===== config.mk =====
export PLATFORM = sky130hd
export DESIGN_NAME = alu_exec_unit
export DESIGN_NICKNAME = d
export VERILOG_FILES = /design/src/rtl/alu_exec_pkg.sv /design/src/rtl/alu_comb_core.sv /design/src/rtl/alu_exec_unit.sv
export SDC_FILE = /design/constraint.sdc
export NUM_CORES = 1
export LEC_CHECK = 0
export ABC_CLOCK_PERIOD_IN_PS = 2800
export CORE_MARGIN = 4
export CORE_UTILIZATION = 55
export DETAILED_ROUTE_END_ITERATION = 16
export GPL_TIMING_DRIVEN = 0
export PLACE_DENSITY = 0.89
export SLEW_MARGIN = 10
export SYNTH_ARGS = -nofsm -noshare
export SYNTH_HDL_FRONTEND = slang
export SYNTH_SLANG_ARGS = --single-unit

===== constraint.sdc =====
create_clock -name clk_i -period 2.8 [get_ports clk_i]
set_input_delay 0.56 -clock clk_i [delete_from_list [all_inputs] [get_ports clk_i]]
set_output_delay 0.56 -clock clk_i [all_outputs]
set_load 0.005 [all_outputs]

===== src/rtl/alu_exec_pkg.sv =====
// Shared ALUCtrl code constants and execute-unit FSM state type.
// The ALU controller uses the same code constants.
package alu_exec_pkg;

  localparam logic [3:0] ALU_AND  = 4'b0000;
  localparam logic [3:0] ALU_OR   = 4'b0001;
  localparam logic [3:0] ALU_ADD  = 4'b0010;
  localparam logic [3:0] ALU_LUI  = 4'b0011;
  localparam logic [3:0] ALU_SUB  = 4'b0110;
  localparam logic [3:0] ALU_SLT  = 4'b0111;
  localparam logic [3:0] ALU_SRA  = 4'b1000;
  localparam logic [3:0] ALU_SRAV = 4'b1001;

  typedef enum logic [1:0] {
    ST_IDLE  = 2'd0,
    ST_SHIFT = 2'd1,
    ST_DONE  = 2'd2
  } alu_state_e;

  function automatic logic is_shift_op(input logic [3:0] ctrl);
    return (ctrl == ALU_SRA) || (ctrl == ALU_SRAV);
  endfunction

endpackage


===== src/rtl/alu_comb_core.sv =====
// Combinational single-cycle ALU operations plus the illegal-code flag.
// Shift codes pass src2 through, which is the zero-amount shift result.
module alu_comb_core
  import alu_exec_pkg::*;
#(
  parameter int DATA_W = 32
) (
  input  logic [3:0]        ctrl,
  input  logic [DATA_W-1:0] src1,
  input  logic [DATA_W-1:0] src2,
  output logic [DATA_W-1:0] result,
  output logic              illegal
);

  logic slt_bit;

  assign slt_bit = ($signed(src1) < $signed(src2));

  always_comb begin
    result  = '0;
    illegal = 1'b0;
    unique case (ctrl)
      ALU_AND:  result = src1 & src2;
      ALU_OR:   result = src1 | src2;
      ALU_ADD:  result = src1 + src2;
      ALU_SUB:  result = src1 - src2;
      ALU_SLT:  result = {{(DATA_W-1){1'b0}}, slt_bit};
      ALU_LUI:  result = src2 << 16;
      ALU_SRA,
      ALU_SRAV: result = src2;
      default: begin
        result  = '0;
        illegal = 1'b1;
      end
    endcase
  end

endmodule


===== src/rtl/alu_exec_unit.sv =====
// Execute-stage unit: registered single-cycle ALU ops and iterative
// one-bit-per-cycle arithmetic right shifts behind valid/ready handshakes.
module alu_exec_unit
  import alu_exec_pkg::*;
#(
  parameter int DATA_W = 32,
  parameter int SH_W   = 5
) (
  input  logic              clk_i,
  input  logic              rst_i,
  input  logic              valid_i,
  output logic              ready_o,
  input  logic [3:0]        ALUCtrl_i,
  input  logic [DATA_W-1:0] src1_i,
  input  logic [DATA_W-1:0] src2_i,
  input  logic [SH_W-1:0]   shamt_i,
  output logic              valid_o,
  input  logic              ready_i,
  output logic [DATA_W-1:0] result_o,
  output logic              zero_o,
  output logic              illegal_o,
  output alu_state_e        state_o
);

  // Handshake: an op transfers on a rising edge where valid_i && ready_o;
  // a result transfers on a rising edge where valid_o && ready_i. ready_o is
  // only high in IDLE, so a consume and a new accept never share a cycle.

  alu_state_e        state_q, state_d;
  logic [DATA_W-1:0] shreg_q;
  logic [SH_W-1:0]   cnt_q;
  logic [DATA_W-1:0] result_q;
  logic              zero_q;
  logic              illegal_q;

  logic [DATA_W-1:0] core_result;
  logic              core_illegal;
  logic [SH_W-1:0]   accept_amt;
  logic [DATA_W-1:0] shreg_next;
  logic              load_core;
  logic              load_shift;
  logic              shift_step;
  logic              shift_last;

  alu_comb_core #(
    .DATA_W (DATA_W)
  ) u_core (
    .ctrl    (ALUCtrl_i),
    .src1    (src1_i),
    .src2    (src2_i),
    .result  (core_result),
    .illegal (core_illegal)
  );

  assign accept_amt = (ALUCtrl_i == ALU_SRA) ? shamt_i : src1_i[SH_W-1:0];
  assign shreg_next = {shreg_q[DATA_W-1], shreg_q[DATA_W-1:1]};

  always_ff @(posedge clk_i or negedge rst_i) begin
    if (!rst_i) begin
      state_q <= ST_IDLE;
    end else begin
      state_q <= state_d;
    end
  end

  always_comb begin
    state_d    = state_q;
    ready_o    = 1'b0;
    valid_o    = 1'b0;
    load_core  = 1'b0;
    load_shift = 1'b0;
    shift_step = 1'b0;
    shift_last = 1'b0;
    unique case (state_q)
      ST_IDLE: begin
        ready_o = 1'b1;
        if (valid_i) begin
          if (is_shift_op(ALUCtrl_i) && (accept_amt != '0)) begin
            load_shift = 1'b1;
            state_d    = ST_SHIFT;
          end else begin
            load_core = 1'b1;
            state_d   = ST_DONE;
          end
        end
      end
      ST_SHIFT: begin
        shift_step = 1'b1;
        if (cnt_q == SH_W'(1)) begin
          shift_last = 1'b1;
          state_d    = ST_DONE;
        end
      end
      ST_DONE: begin
        valid_o = 1'b1;
        if (ready_i) begin
          state_d = ST_IDLE;
        end
      end
      default: state_d = ST_IDLE;
    endcase
  end

  always_ff @(posedge clk_i or negedge rst_i) begin
    if (!rst_i) begin
      shreg_q   <= '0;
      cnt_q     <= '0;
      result_q  <= '0;
      zero_q    <= 1'b0;
      illegal_q <= 1'b0;
    end else begin
      if (load_shift) begin
        shreg_q <= src2_i;
        cnt_q   <= accept_amt;
      end else if (shift_step) begin
        shreg_q <= shreg_next;
        cnt_q   <= cnt_q - SH_W'(1);
      end
      if (load_core) begin
        result_q  <= core_result;
        zero_q    <= (core_result == '0);
        illegal_q <= core_illegal;
      end else if (shift_last) begin
        result_q  <= shreg_next;
        zero_q    <= (shreg_next == '0);
        illegal_q <= 1'b0;
      end
    end
  end

  assign result_o  = result_q;
  assign zero_o    = zero_q;
  assign illegal_o = illegal_q;
  assign state_o   = state_q;

endmodule


==> flow_summary.json <==
{
  "core-area_sq_um": 15900,
  "fin_area_sq_um": 13300,
  "path_class": "in2reg",
  "crit_chain": "buf_12 -> inv_6 -> ha_4 -> inv_4 -> fa_2 -> nand2b_4 -> a2111o_1 -> a21oi_4 -> o21bai_4 -> o211ai_1 -> mux2i_1 -> a211oi_2 -> o211ai_1 -> nor4b_4 -> nand4_1 -> o21ai_1",
  "cts_tree": "built",
  "synth_ff_type": "dfrtp_1",
  "nNetsFinal": 1626,
  "wl_met1_microns": 15400,
  "tightestPinTransition_ns": 0.801,
  "synth_edf_count": 0,
  "vias": 11900,
  "wl_per_cell_microns": 27.3,
  "path_common_cell": "o211ai_1",
  "met2_wirelength_microns": 19200,
  "wl_microns": 45500,
  "gp_congestion": 1.04,
  "hold_class": "in2async",
  "grt_pass1_vias": 11400,
  "async_flop_share": 1.00,
  "areaGrowthSynthToFinish_pct": 47.4,
  "dr_wl_met3_microns": 6560,
  "p_leak_nw": 5.61,
  "grt_setup_unrepaired": "yes",
  "route.detailed.drc": 0,
  "crit_arrival_ns": 3.59,
  "cp_slowest_cell": "a2111o_1",
  "rows": 46,
  "die_w_microns": 136,
  "final_max_slew_viol_count": 0,
  "final_common_cell": "nand2_1",
  "clk_pin_slew_ns": 0.06,
  "htree_levels": 3,
  "slowest_delay_ns": 0.53,
  "cts_num_sinks": 72,
  "cts_root_buffer": "clkbuf_16",
  "synth-seq-area-share": 0.200,
  "track_usage": 0.450,
  "num_antenna_cells": 0,
  "cp_max_fo": 4,
  "num_io_pins": 115,
  "layout_common_cells": "156 x nand2_1, 115 x buf_4, 88 x nor2_1, 72 x dfrtp_1, 66 x ha_1",
  "hold_viol_final": 0,
  "synthDistinctLibCells": 88,
  "antenna_left": 0,
  "synthesis.area_per_instance_sq_um": 7.45,
  "yosys_warnings": 0,
  "io_buffer_count": 112,
  "required_ns": 3.07,
  "cp-start-kind": "input port",
  "power_density_nw_per_um2": 512,
  "relSlewSlack": 0.460,
  "clock_skew_ns": 0.00697,
  "viasPerCell": 7.15,
  "status": "complete, but fails checks",
  "setup_slack_ns": -0.517,
  "drive_above_1_share": 0.334,
  "ctsHoldBuffers": 0,
  "hpwl_microns": 30500,
  "syn_nets": 1388,
  "cts.path.max_buffers": 2,
  "dr.first_iter.drc_count": 2023,
  "syn_area_sq_um": 9000,
  "grt_max_degree": 39,
  "ys_ff_latch": 72,
  "fin_crit_sh": 1.18,
  "fin_crit_ns": 3.32,
  "antenna_found_initial": 0,
  "first_pass_iters": 7,
  "start_util": 0.565,
  "fmax_mhz": 301,
  "grt_remaining_overflow": 0,
  "violations": "negative setup slack",
  "pre_cts_ws_ns": -2.08,
  "finalSetupViolations": 24,
  "cp-end-kind": "flip-flop",
  "syn_inst": 1208,
  "insertion_delay_ns": 0.35,
  "maxCapViolations": 0,
  "cts_made_buffers": 9,
  "top_layer": "met4",
  "fp.dieH_microns": 136,
  "dpl-instance-area_sq_um": 10700,
  "vdd_drop_max_mv": 0.461,
  "die_area_sq_um": 18500,
  "grt_pass1_wl_microns": 64200
}
metrics by stage:
stage	util	power (mW)	TNS, ns	hold slack (ns)	cells
after floorplan	-	3.36	-0.784	0.264	1208
after global routing	0.832	7.02	-5.01	0.202	1667
after CTS	0.790	6.35	-2.43	0.179	1632
after detailed placement	0.670	4.54	-81.83	0.504	1537
final	0.832	6.80	-4.11	0.163	1667
after global placement	0.669	4.46	-163.61	0.491	1536
Yosys cell counts, types with 7 or more instances:
cell / number / area, sq um
nand2_1: 161 / 604
inv_1: 105 / 394
ha_1: 101 / 1260
nor2_1: 101 / 379
o21ai_0: 79 / 395
a21oi_1: 77 / 385
dfrtp_1: 72 / 1800
clkbuf_1: 44 / 165
a31oi_1: 43 / 269
a22oi_1: 32 / 240
nand3_1: 30 / 150
o211ai_1: 27 / 203
xnor2_1: 24 / 210
nor3_1: 23 / 115
nor4_1: 20 / 125
nor2b_1: 16 / 100
a211oi_1: 15 / 113
o31ai_1: 15 / 113
a21o_1: 12 / 90.1
mux2i_1: 11 / 110
nand2b_1: 10 / 62.6
nand4_1: 9 / 56.3
or3_1: 9 / 56.3
a221o_1: 7 / 70.1
a221oi_1: 7 / 61.3
a222oi_1: 7 / 70.1
and3_1: 7 / 43.8
buf_6: 7 / 78.8
o21bai_1: 7 / 52.6
critical path: cells and delay by family:
| family | cells | cell delay [ns] |
|---|---|---|
| AO/OA/AOI/OAI | 7 | 1.81 |
| AND/OR/NAND/NOR | 3 | 0.45 |
| adder cells (fa/ha/maj) | 2 | 0.40 |
| buffers and inverters | 3 | 0.18 |
| multiplexers | 1 | 0.15 |
worst paths after layout:
| kind | startpoint | to | slack, ns | cells past startpoint |
|---|---|---|---|---|
| setup / recovery | src1_i[0] | zero_o$_DFFE_PN0P_ | -0.52 | 16 |
| hold / removal | rst_i | state_o[0]$_DFFE_PN0P_ | 0.16 | 1 |
| setup reg to reg | state_o[0]$_DFFE_PN0P_ | zero_o$_DFFE_PN0P_ | 0.11 | 10 |
| hold reg to reg | result_o[20]$_DFFE_PN0P_ | result_o[20]$_DFFE_PN0P_ | 0.53 | 2 |
| max in group asynchronous | rst_i | result_o[24]$_DFFE_PN0P_ | 2.07 | 2 |
| min in group clk_i | src2_i[18] | shreg_q[18]$_DFFE_PN0P_ | 0.52 | 3 |
layer usage:
metal  GRT usage  vias to the layer above
li1            -                     4853
met3       0.115                      402
met4       0.302                        0
met5           0                        -
met2       0.703                     1233
met1       0.546                     5437
where the power goes:
group / total (mW) / switching [mW] / leakage, nW / internal (mW)
logic: 3.51 / 1.90 / 4.56 / 1.61
registers: 1.96 / 0.477 / 0.882 / 1.48
clock network: 1.33 / 0.463 / 0.166 / 0.871
sequential cells by signal, indices dropped and copies added (netlist names):
register,flops
zero_o,1
shreg_q,31
state_o,2
illegal_o,1
cnt_q,5
result_o,32
cells by family (layout without fill, tap and decap cells):
| group | after synthesis | in the layout | synth area share |
|---|---|---|---|
| AOI/OAI and AO/OA | 401 | 401 | 0.309 |
| xor gates and xnor gates | 28 | 28 | 0.0272 |
| adders and majority gates | 103 | 103 | 0.145 |
| buffers and inverters | 179 | 421 | 0.0905 |
| DFF | 72 | 72 | 0.200 |
| muxes | 13 | 13 | 0.0147 |
| and+or+nand+nor | 412 | 413 | 0.214 |
repair_timing:
action | in CTS | in global routing
resized for setup | 516 | 143
endpoints found under the setup margin | 69 | 64
pin swaps | 112 | 76
gates cloned | 0 | 1
buffers inserted | 90 | 36
area by class of cell:
cell class / instances / area [sq um]
fillers: 911 / 2670
plain buffers: 63 / 488
repair buffers: 235 / 2170
clock inverters: 7 / 120
flip-flops and latches: 72 / 1800
multi-input cells: 958 / 7710
well taps: 216 / 270
inverters: 107 / 480
clock buffers: 9 / 225
Power figures use the tool's default switching activity.
